`config.mk`:
```
export PLATFORM = sky130hd
export DESIGN_NAME = mem_bus_interface
export DESIGN_NICKNAME = d
export VERILOG_FILES = /design/src/rtl/mem_bus_interface.sv
export SDC_FILE = /design/constraint.sdc
export NUM_CORES = 1
export LEC_CHECK = 0
export CAP_MARGIN = 15
export CORE_AREA = 10 10 91 93
export DETAILED_ROUTE_END_ITERATION = 10
export DIE_AREA = 0 0 101 103
export MAX_ROUTING_LAYER = met4
export PLACE_DENSITY_LB_ADDON = 0.25
export SLEW_MARGIN = 15
export SYNTH_ARGS = -nofsm -noshare
export SYNTH_HDL_FRONTEND = slang
export SYNTH_SLANG_ARGS = --single-unit
```
`constraint.sdc`:
```
create_clock -name Clock -period 2.4 [get_ports Clock]
set_input_delay 0.48 -clock Clock [delete_from_list [all_inputs] [get_ports Clock]]
set_output_delay 0.48 -clock Clock [all_outputs]
set_load 0.02 [all_outputs]
```
`src/rtl/mem_bus_interface.sv`:
```
// Memory-side bus stage: latches address/write data from SysBus, runs a Req/Ack
// handshake with timeout to external memory, and returns registered read data.
module mem_bus_interface #(
  parameter int unsigned TIMEOUT  = 16,
  parameter logic [15:0] ERR_DATA = 16'hFFFF
) (
  input  logic        Clock,
  input  logic        Reset,
  input  logic [15:0] SysBus,
  input  logic        AddrWe,
  input  logic        AddrInc,
  input  logic        ReadReq,
  input  logic        WriteReq,
  input  logic        ErrClr,
  output logic [15:0] MemData,
  output logic        Busy,
  output logic        Done,
  output logic        Error,
  output logic [15:0] MemAddr,
  output logic [15:0] MemWData,
  output logic        MemReq,
  output logic        MemWrite,
  input  logic [15:0] MemRData,
  input  logic        MemAck
);

  typedef enum logic [1:0] {
    ST_IDLE,
    ST_RD,
    ST_WR
  } state_t;

  localparam logic [7:0] CNT_LAST = 8'(TIMEOUT - 1);

  state_t      state_q, state_d;
  logic [7:0]  cnt_q, cnt_d;
  logic [15:0] mar_q, mar_d;
  logic [15:0] wdr_q, wdr_d;
  logic [15:0] mdata_q, mdata_d;
  logic        done_q, done_d;
  logic        err_q, err_d;

  always_comb begin
    state_d = state_q;
    cnt_d   = cnt_q;
    mar_d   = mar_q;
    wdr_d   = wdr_q;
    mdata_d = mdata_q;
    done_d  = 1'b0;
    err_d   = err_q & ~ErrClr;
    unique case (state_q)
      ST_IDLE: begin
        // An accepted request freezes MAR so the transaction uses the pre-edge address.
        if (WriteReq) begin
          wdr_d   = SysBus;
          cnt_d   = '0;
          state_d = ST_WR;
        end else if (ReadReq) begin
          cnt_d   = '0;
          state_d = ST_RD;
        end else if (AddrWe) begin
          mar_d = SysBus;
        end else if (AddrInc) begin
          mar_d = mar_q + 16'd1;
        end
      end
      ST_RD, ST_WR: begin
        cnt_d = cnt_q + 8'd1;
        if (MemAck) begin
          done_d  = 1'b1;
          state_d = ST_IDLE;
          if (state_q == ST_RD) mdata_d = MemRData;
        end else if (cnt_q == CNT_LAST) begin
          done_d  = 1'b1;
          err_d   = 1'b1;
          state_d = ST_IDLE;
          if (state_q == ST_RD) mdata_d = ERR_DATA;
        end
      end
      default: state_d = ST_IDLE;
    endcase
  end

  always_ff @(posedge Clock or posedge Reset) begin
    if (Reset) begin
      state_q <= ST_IDLE;
      cnt_q   <= '0;
      mar_q   <= '0;
      wdr_q   <= '0;
      mdata_q <= '0;
      done_q  <= 1'b0;
      err_q   <= 1'b0;
    end else begin
      state_q <= state_d;
      cnt_q   <= cnt_d;
      mar_q   <= mar_d;
      wdr_q   <= wdr_d;
      mdata_q <= mdata_d;
      done_q  <= done_d;
      err_q   <= err_d;
    end
  end

  assign Busy     = (state_q != ST_IDLE);
  assign MemReq   = Busy;
  assign MemWrite = (state_q == ST_WR);
  assign MemAddr  = mar_q;
  assign MemWData = wdr_q;
  assign MemData  = mdata_q;
  assign Done     = done_q;
  assign Error    = err_q;

endmodule
```
==> out/qor.csv, run 1 <==
stage;metric;value;unit
detailed_routing;ANT nets after route;0;
clocking;Clock Pin Slew Worst Setup and Hold Paths;70;ps
timing;setup violators final;0;
logic_synthesis;post-synthesis compound-gate area fraction;18.2;%
placed_design;dpl ws;168;ps
cells_and_area;P&R area growth vs syn;41.7;%
timing;Setup TNS Final;0;ps
min_path;Min-Delay Startpoint;MemData[8];
placed_design;Final Wtd Congestion;0.882;
timing;FMAX;444;MHz
clocking;hold_buf cts;0;
setup_path;critical path, cell by cell;inv_1 > ha_1 > inv_1 > clkdlybuf4s50_1;
min_path;hold path endpoint;MemData[8];
power_and_ir_drop;total power;5.09;mW
timing;post-route clock period utilization;93.8;%
floorplanning;total core area;6570;um^2
logic_synthesis;Simple-Gate Fraction of Synth Area;15.5;%
setup_path;R2R Setup Slk;370;ps
setup_path;CP startpoint;state_q[0];
cells_and_area;Layout Cells excl Fill;453;
detailed_routing;drt pass-1 iters;5;
min_path;class of the worst hold path;reg -> reg;
setup_path;crit path DAT;1770;ps
global_routing;pin count of the biggest net entering global routing;61;
timing;Min Clock Period, post-route;2250;ps
detailed_routing;Post-Route WL;7.78;mm
floorplanning;row count;30;
cells_and_area;most frequent cells in the layout;92 x clkdlybuf4s50_1, 60 x dfrtp_1, 18 x mux2_2;
setup_path;worst reg2reg path startpoint;state_q[0];
job;max-cap check violation count;0;
floorplanning;Initial Util;44.3;%
logic_synthesis;multiplexer share of the synthesized area;8.35;%
cells_and_area;final core occ;62.7;%
clocking;CTS tree;done;
setup_path;worst reg-to-reg path cell count;6;
setup_path;Slowest cell on crit path;clkdlybuf4s50_1;
setup_path;CP Data Required Time;1920;ps
logic_synthesis;Synth Area in Adders;2.15;%
setup_path;critical path peak fanout;6;
clocking;total CTS buffers;9;
floorplanning;Ports;93;
floorplanning;Die H;103;um
logic_synthesis;Synth Instances;272;
clocking;clock root buffer;clkbuf_8;
timing;Final Hold Viols;0;
logic_synthesis;combinational family with the most area after synthesis;compound AO/OA/AOI/OAI gates;
power_and_ir_drop;Worst VDD drop;0.000667;V
timing;RSZ-0062 raised after global routing;false;
detailed_routing;initial DRC count;117;
logic_synthesis;post-synth net total;317;
floorplanning;Die W;101;um
cells_and_area;n_diodes;0;
min_path;hold depth;1;
timing;Slew headroom;64.3;%
clocking;clk_lat worst skew;330;ps
logic_synthesis;Synth Area in XOR/XNOR;0;%
global_routing;GR Util All Layers;15.1;%
power_and_ir_drop;Power Density;1230;nW/um^2
logic_synthesis;Seq/Total Area, Yosys;51.6;%
setup_path;Crit. End Element;output port;
cells_and_area;Final #Nets;413;
logic_synthesis;#FFs+latches synth;60;
timing;Max Transition Viols Final;0;
clocking;post_cts resized;0;
placed_design;Inst Count DP;437;
detailed_routing;Vias;2542;
power_and_ir_drop;Leak Pwr;1.68;nW
clocking;setup bufs post-CTS;0;
timing;Tightest Pin Transition;532;ps
placed_design;IO buf count;92;
global_routing;initial antenna violation count;0;
status;outcome;completed;
floorplanning;die area;10400;um^2
clocking;H-Tree Depth;3;
setup_path;CP max stage delay;610;ps
timing;Clock Skew;5.99;ps
setup_path;cell mode on critical path;inv_1;
clocking;Sink Count;60;
setup_path;Worst Setup Start Kind;flop;
timing;Final WS setup;150;ps
global_routing;vias in the first global route;2421;
logic_synthesis;synth warn;0;
global_routing;first-pass GRT wire length;12.4;mm
cells_and_area;layout cells sized above 1;12.9;%
cells_and_area;leading cell type in the layout, fill and taps excluded;clkdlybuf4s50_1;
logic_synthesis;Yosys cell types;47;
clocking;Longest Clk Path Bufs;2;
setup_path;r2r endpoint;MemAddr[7];
global_routing;remaining global-route overflow;0;
logic_synthesis;post-synthesis cell area;2910;um^2
detailed_routing;Vias/cell;5.61;
logic_synthesis;syn avg cell area;10.7;um^2
setup_path;CP Class;reg -> out;
detailed_routing;drt wl/cell;17.2;um
placed_design;Post-DP HPWL;5.59;mm
detailed_routing;DR DRC count;0;
## area by class of cell
cell class	instances	area, um^2
fill	527	2450
sequential	60	1500
multi-input combinational	186	1280
timing repair buffer	100	993
clock buffer	9	124
tap	80	100
clock inverter	7	76.3
inverter	11	41.3
## synth_stat cells (all sizes together)
master	instances	area, um^2
o22a	16	140
o31ai	1	7.51
clkbuf	6	23.8
mux2i	4	40.0
a31oi	3	18.8
a41o	1	10.0
nand3	13	65.1
a311oi	2	17.5
mux2	18	203
a32o	1	10.0
nand2b	1	6.26
or3	4	25.0
dfrtp	60	1500
and4	2	17.5
a311o	1	10.0
a211o	1	8.76
nor4	6	43.8
o21ai	20	100
a21o	2	15.0
o311ai	1	8.76
buf	9	56.3
nand4	7	43.8
or3b	1	8.76
a21oi	14	70.1
nand2	15	56.3
o21a	2	15.0
inv	11	41.3
nor2	17	78.8
or4	1	7.51
o22ai	2	12.5
a22oi	1	7.51
nor3b	2	20.0
a211oi	2	15.0
nor2b	2	12.5
ha	5	62.6
o2bb2ai	2	17.5
nor3	6	35.0
and3	5	31.3
a22o	5	43.8
## power by group
| group | switching (mW) | internal, mW | total, mW |
|---|---|---|---|
| Combinational | 1.22 | 1.20 | 2.42 |
| Clock | 0.427 | 0.484 | 0.910 |
| Sequential | 0.328 | 1.43 | 1.76 |
## sequential cells by signal, indices dropped and copies added, names as in the netlist
signal,count
MemAddr,16
MemData,16
MemWData,16
cnt_q,8
state_q,2
Done,1
Error,1
## logic make-up after synthesis
group                      after synthesis
and+or+nand+nor                         82
AOI/OAI and AO/OA                       77
DFF                                     60
buffers and inverters                   26
muxes                                   22
adders and majority gates                5
## metal layers
metal | vias to the layer above | GRT usage (%) | share of wire (%)
li1 | 1214 | - | -
met1 | 1223 | 19.8 | 46
met2 | 96 | 22.1 | 45
met3 | 9 | 4.49 | 7.4
met4 | 0 | 4.93 | 1.3
met5 | - | - | 0
## worst max path at each step
stage,end,slack [ps],cells past startpoint
detailed placement,MemAddr[7],170,5
finish,Busy,150,4
global placement,MemAddr[7],200,5
CTS,Busy,120,4
floorplan,Done,440,1
global route,Busy,50,4
## worst max-delay path, delay by kind of cell, from the launching register on
| kind | cells | cell delay, ps |
|---|---|---|
| buffers and inverters | 3 | 800 |
| adders and majority gates | 1 | 280 |
| DFF | 1 | 350 |
## metrics by stage
step | hold WS, ps | instance area (um^2)
floorplan | 484 | 2910
global placement | 469 | 3920
detailed placement | 477 | 3920
CTS | 494 | 4120
global route | 505 | 4120
finish | 491 | 4120
(Power assumes the default switching activity.)
==> run 2, diff against run 1 <==
Settings changed: GPL_TIMING_DRIVEN from default to 0, SKIP_LAST_GASP from default to 1, SLEW_MARGIN 15 to default.
==> out/qor.csv, run 2 (synthesis gave the netlist of run 1 again) <==
stage;metric;value;unit;change
status;outcome;completed;;
floorplanning;Initial Util;44.3;%;unchanged
floorplanning;die area;10400;um^2;unchanged
timing;Max Transition Viols Final;0;;unchanged
detailed_routing;ANT nets after route;0;;unchanged
setup_path;Crit. End Element;output port;;
min_path;Min-Delay Startpoint;MemData[0];;
timing;Min Clock Period, post-route;2290;ps;+39.5 ps
global_routing;layer with the highest usage;met2;;
timing;Tightest Pin Transition;607;ps;+74.4 ps
cells_and_area;Reg area;1500;um^2;unchanged
global_routing;vias in the first global route;2519;;+4.0%
placed_design;IO buf count;92;;unchanged
cells_and_area;fillcell total;521;;-1.1%
setup_path;critical path peak fanout;6;;unchanged
detailed_routing;Vias/cell;5.62;;+0.24%
clocking;total CTS buffers;9;;unchanged
cells_and_area;layout cells sized above 1;13.6;%;+0.78 points
floorplanning;Die W;101;um;unchanged
floorplanning;Die H;103;um;unchanged
clocking;clock root buffer;clkbuf_8;;
cells_and_area;P&R area growth vs syn;43.6;%;
power_and_ir_drop;Leak Pwr;1.71;nW;+1.5%
setup_path;CP Data Required Time;1920;ps;about the same
setup_path;crit path DAT;1810;ps;+40 ps
clocking;setup bufs post-CTS;0;;unchanged
job;max-cap check violation count;0;;unchanged
setup_path;Worst Setup Start Kind;flop;;
global_routing;met1 usage;21.0;%;+1.3 points
global_routing;pin count of the biggest net entering global routing;36;;-41%
floorplanning;Ports;93;;unchanged
cells_and_area;Final #Nets;421;;+1.9%
clocking;Sink Count;60;;unchanged
min_path;hold path endpoint;MemData[0];;
clocking;Longest Clk Path Bufs;2;;unchanged
power_and_ir_drop;Worst VDD drop;0.000674;V;+1.0%
detailed_routing;drt pass-1 iters;4;;-1
timing;post-route clock period utilization;95.4;%;+1.6 points
clocking;clk_lat worst skew;350;ps;+20 ps
global_routing;remaining global-route overflow;0;;unchanged
global_routing;GR Util All Layers;16.1;%;+0.94 points
detailed_routing;drt wl/cell;17.6;um;+2.6%
power_and_ir_drop;Power Density;1260;nW/um^2;+1.9%
detailed_routing;DR DRC count;0;;unchanged
setup_path;r2r endpoint;MemAddr[11];;
detailed_routing;initial DRC count;101;;-14%
timing;Final Hold Viols;0;;unchanged
timing;Final WS setup;110;ps;-39.5 ps
setup_path;worst reg2reg path startpoint;state_q[1];;
cells_and_area;multi-input logic area;1290;um^2;+0.19%
timing;Clock Skew;8.83;ps;+2.83 ps
floorplanning;total core area;6570;um^2;unchanged
global_routing;initial antenna violation count;0;;unchanged
setup_path;worst reg-to-reg path cell count;7;;+1
detailed_routing;Vias;2593;;+2.0%
placed_design;Post-DP HPWL;6.00;mm;+7.5%
timing;Slew headroom;59.3;%;-5.0 points
clocking;CTS tree;done;;
global_routing;met3 GRT Util;3.62;%;-0.87 points
clocking;Clock Pin Slew Worst Setup and Hold Paths;80;ps;about the same
global_routing;first-pass GRT wire length;13.0;mm;+4.7%
cells_and_area;final core occ;63.6;%;+0.84 points
floorplanning;row count;30;;unchanged
cells_and_area;n_diodes;0;;unchanged
min_path;hold depth;1;;unchanged
cells_and_area;most frequent cells in the layout;92 x clkdlybuf4s50_1, 60 x dfrtp_1, 18 x mux2_2;;
timing;RSZ-0062 raised after global routing;false;;
detailed_routing;Post-Route WL;8.13;mm;+4.4%
setup_path;R2R Setup Slk;270;ps;-100 ps
cells_and_area;leading cell type in the layout, fill and taps excluded;clkdlybuf4s50_1;;
timing;FMAX;437;MHz;-1.7%
placed_design;Final Wtd Congestion;0.888;;+0.67%
setup_path;CP Class;reg -> out;;
clocking;H-Tree Depth;3;;unchanged
placed_design;dpl ws;21.1;ps;-147 ps
global_routing;GRT met2 Usage;23.7;%;+1.6 points
min_path;class of the worst hold path;reg -> reg;;
timing;setup violators final;0;;unchanged
==> run 2: cell count changes in the layout (fill, tap and decap cells not counted), sizes merged <==
cell	before	now
buf	8	10
bufinv	1	2
clkbuf	9	15
inv	12	11
==> run 2: what timing repair did <==
action	4_1_cts	5_1_grt
setup endpoints to repair	0	1
hold buffers	0	0
resized for setup	0	1
==> run 2: worst max-delay path: stages (launching register included) <==
cell	delay, ps
dfrtp_1	380
inv_1	110
ha_2	230
inv_1	80
buf_4	130
clkdlybuf4s50_1	530
==> run 2: per-stage QoR <==
| step | power (mW) | cell area, um^2 | hold WS, ps | setup TNS (ps) | std cells |
|---|---|---|---|---|---|
| finish | 5.25 | 4180 | 490 | 0 | 461 |
| global route | 5.56 | 4180 | 509 | 0 | 461 |
| CTS | 5.31 | 4170 | 495 | 0 | 461 |
| detailed placement | 4.25 | 3950 | 476 | 0 | 445 |
| global placement | 4.18 | 3930 | 469 | -43390 | 444 |
| floorplan | 3.06 | 2910 | 484 | 0 | 272 |
==> run 2: how the worst max path moves through the flow <==
stage / startpoint / endpoint / slack, ps / cells past startpoint
finish: state_q[1] / MemReq / 110 / 5
global route: state_q[1] / MemReq / 4 / 5
floorplan: Reset / Done / 440 / 1
detailed placement: WriteReq / MemAddr[11] / 20 / 6
CTS: state_q[0] / MemReq / 40 / 5
global placement: Reset / MemWData[12] / -730 / 2
==> run 2: layout make-up <==
cell class,count,area share (%)
sequential,60,35.9
multi-input combinational,186,30.8
timing repair buffer,93,22.5
clock buffer,9,2.97
clock inverter,7,2.43
tap,80,2.40
buffer,15,1.92
inverter,11,0.989
==> run 2: power by group <==
group | internal, mW | switching, mW
clock network | 0.589 | 0.453
registers | 1.43 | 0.310
logic | 1.22 | 1.25
==> run 2: layer usage <==
metal	vias up	wire, um
li1	1235	-
met1	1253	3740
met2	94	3780
met3	11	499
met4	0	105
met5	-	0
==> run 3, diff against run 2 <==
Settings changed: GPL_TIMING_DRIVEN 0 to default, SKIP_LAST_GASP 1 to default.
==> results of run 3 <==
No change in the layout: final DEF, timing and power equal those of run 1.
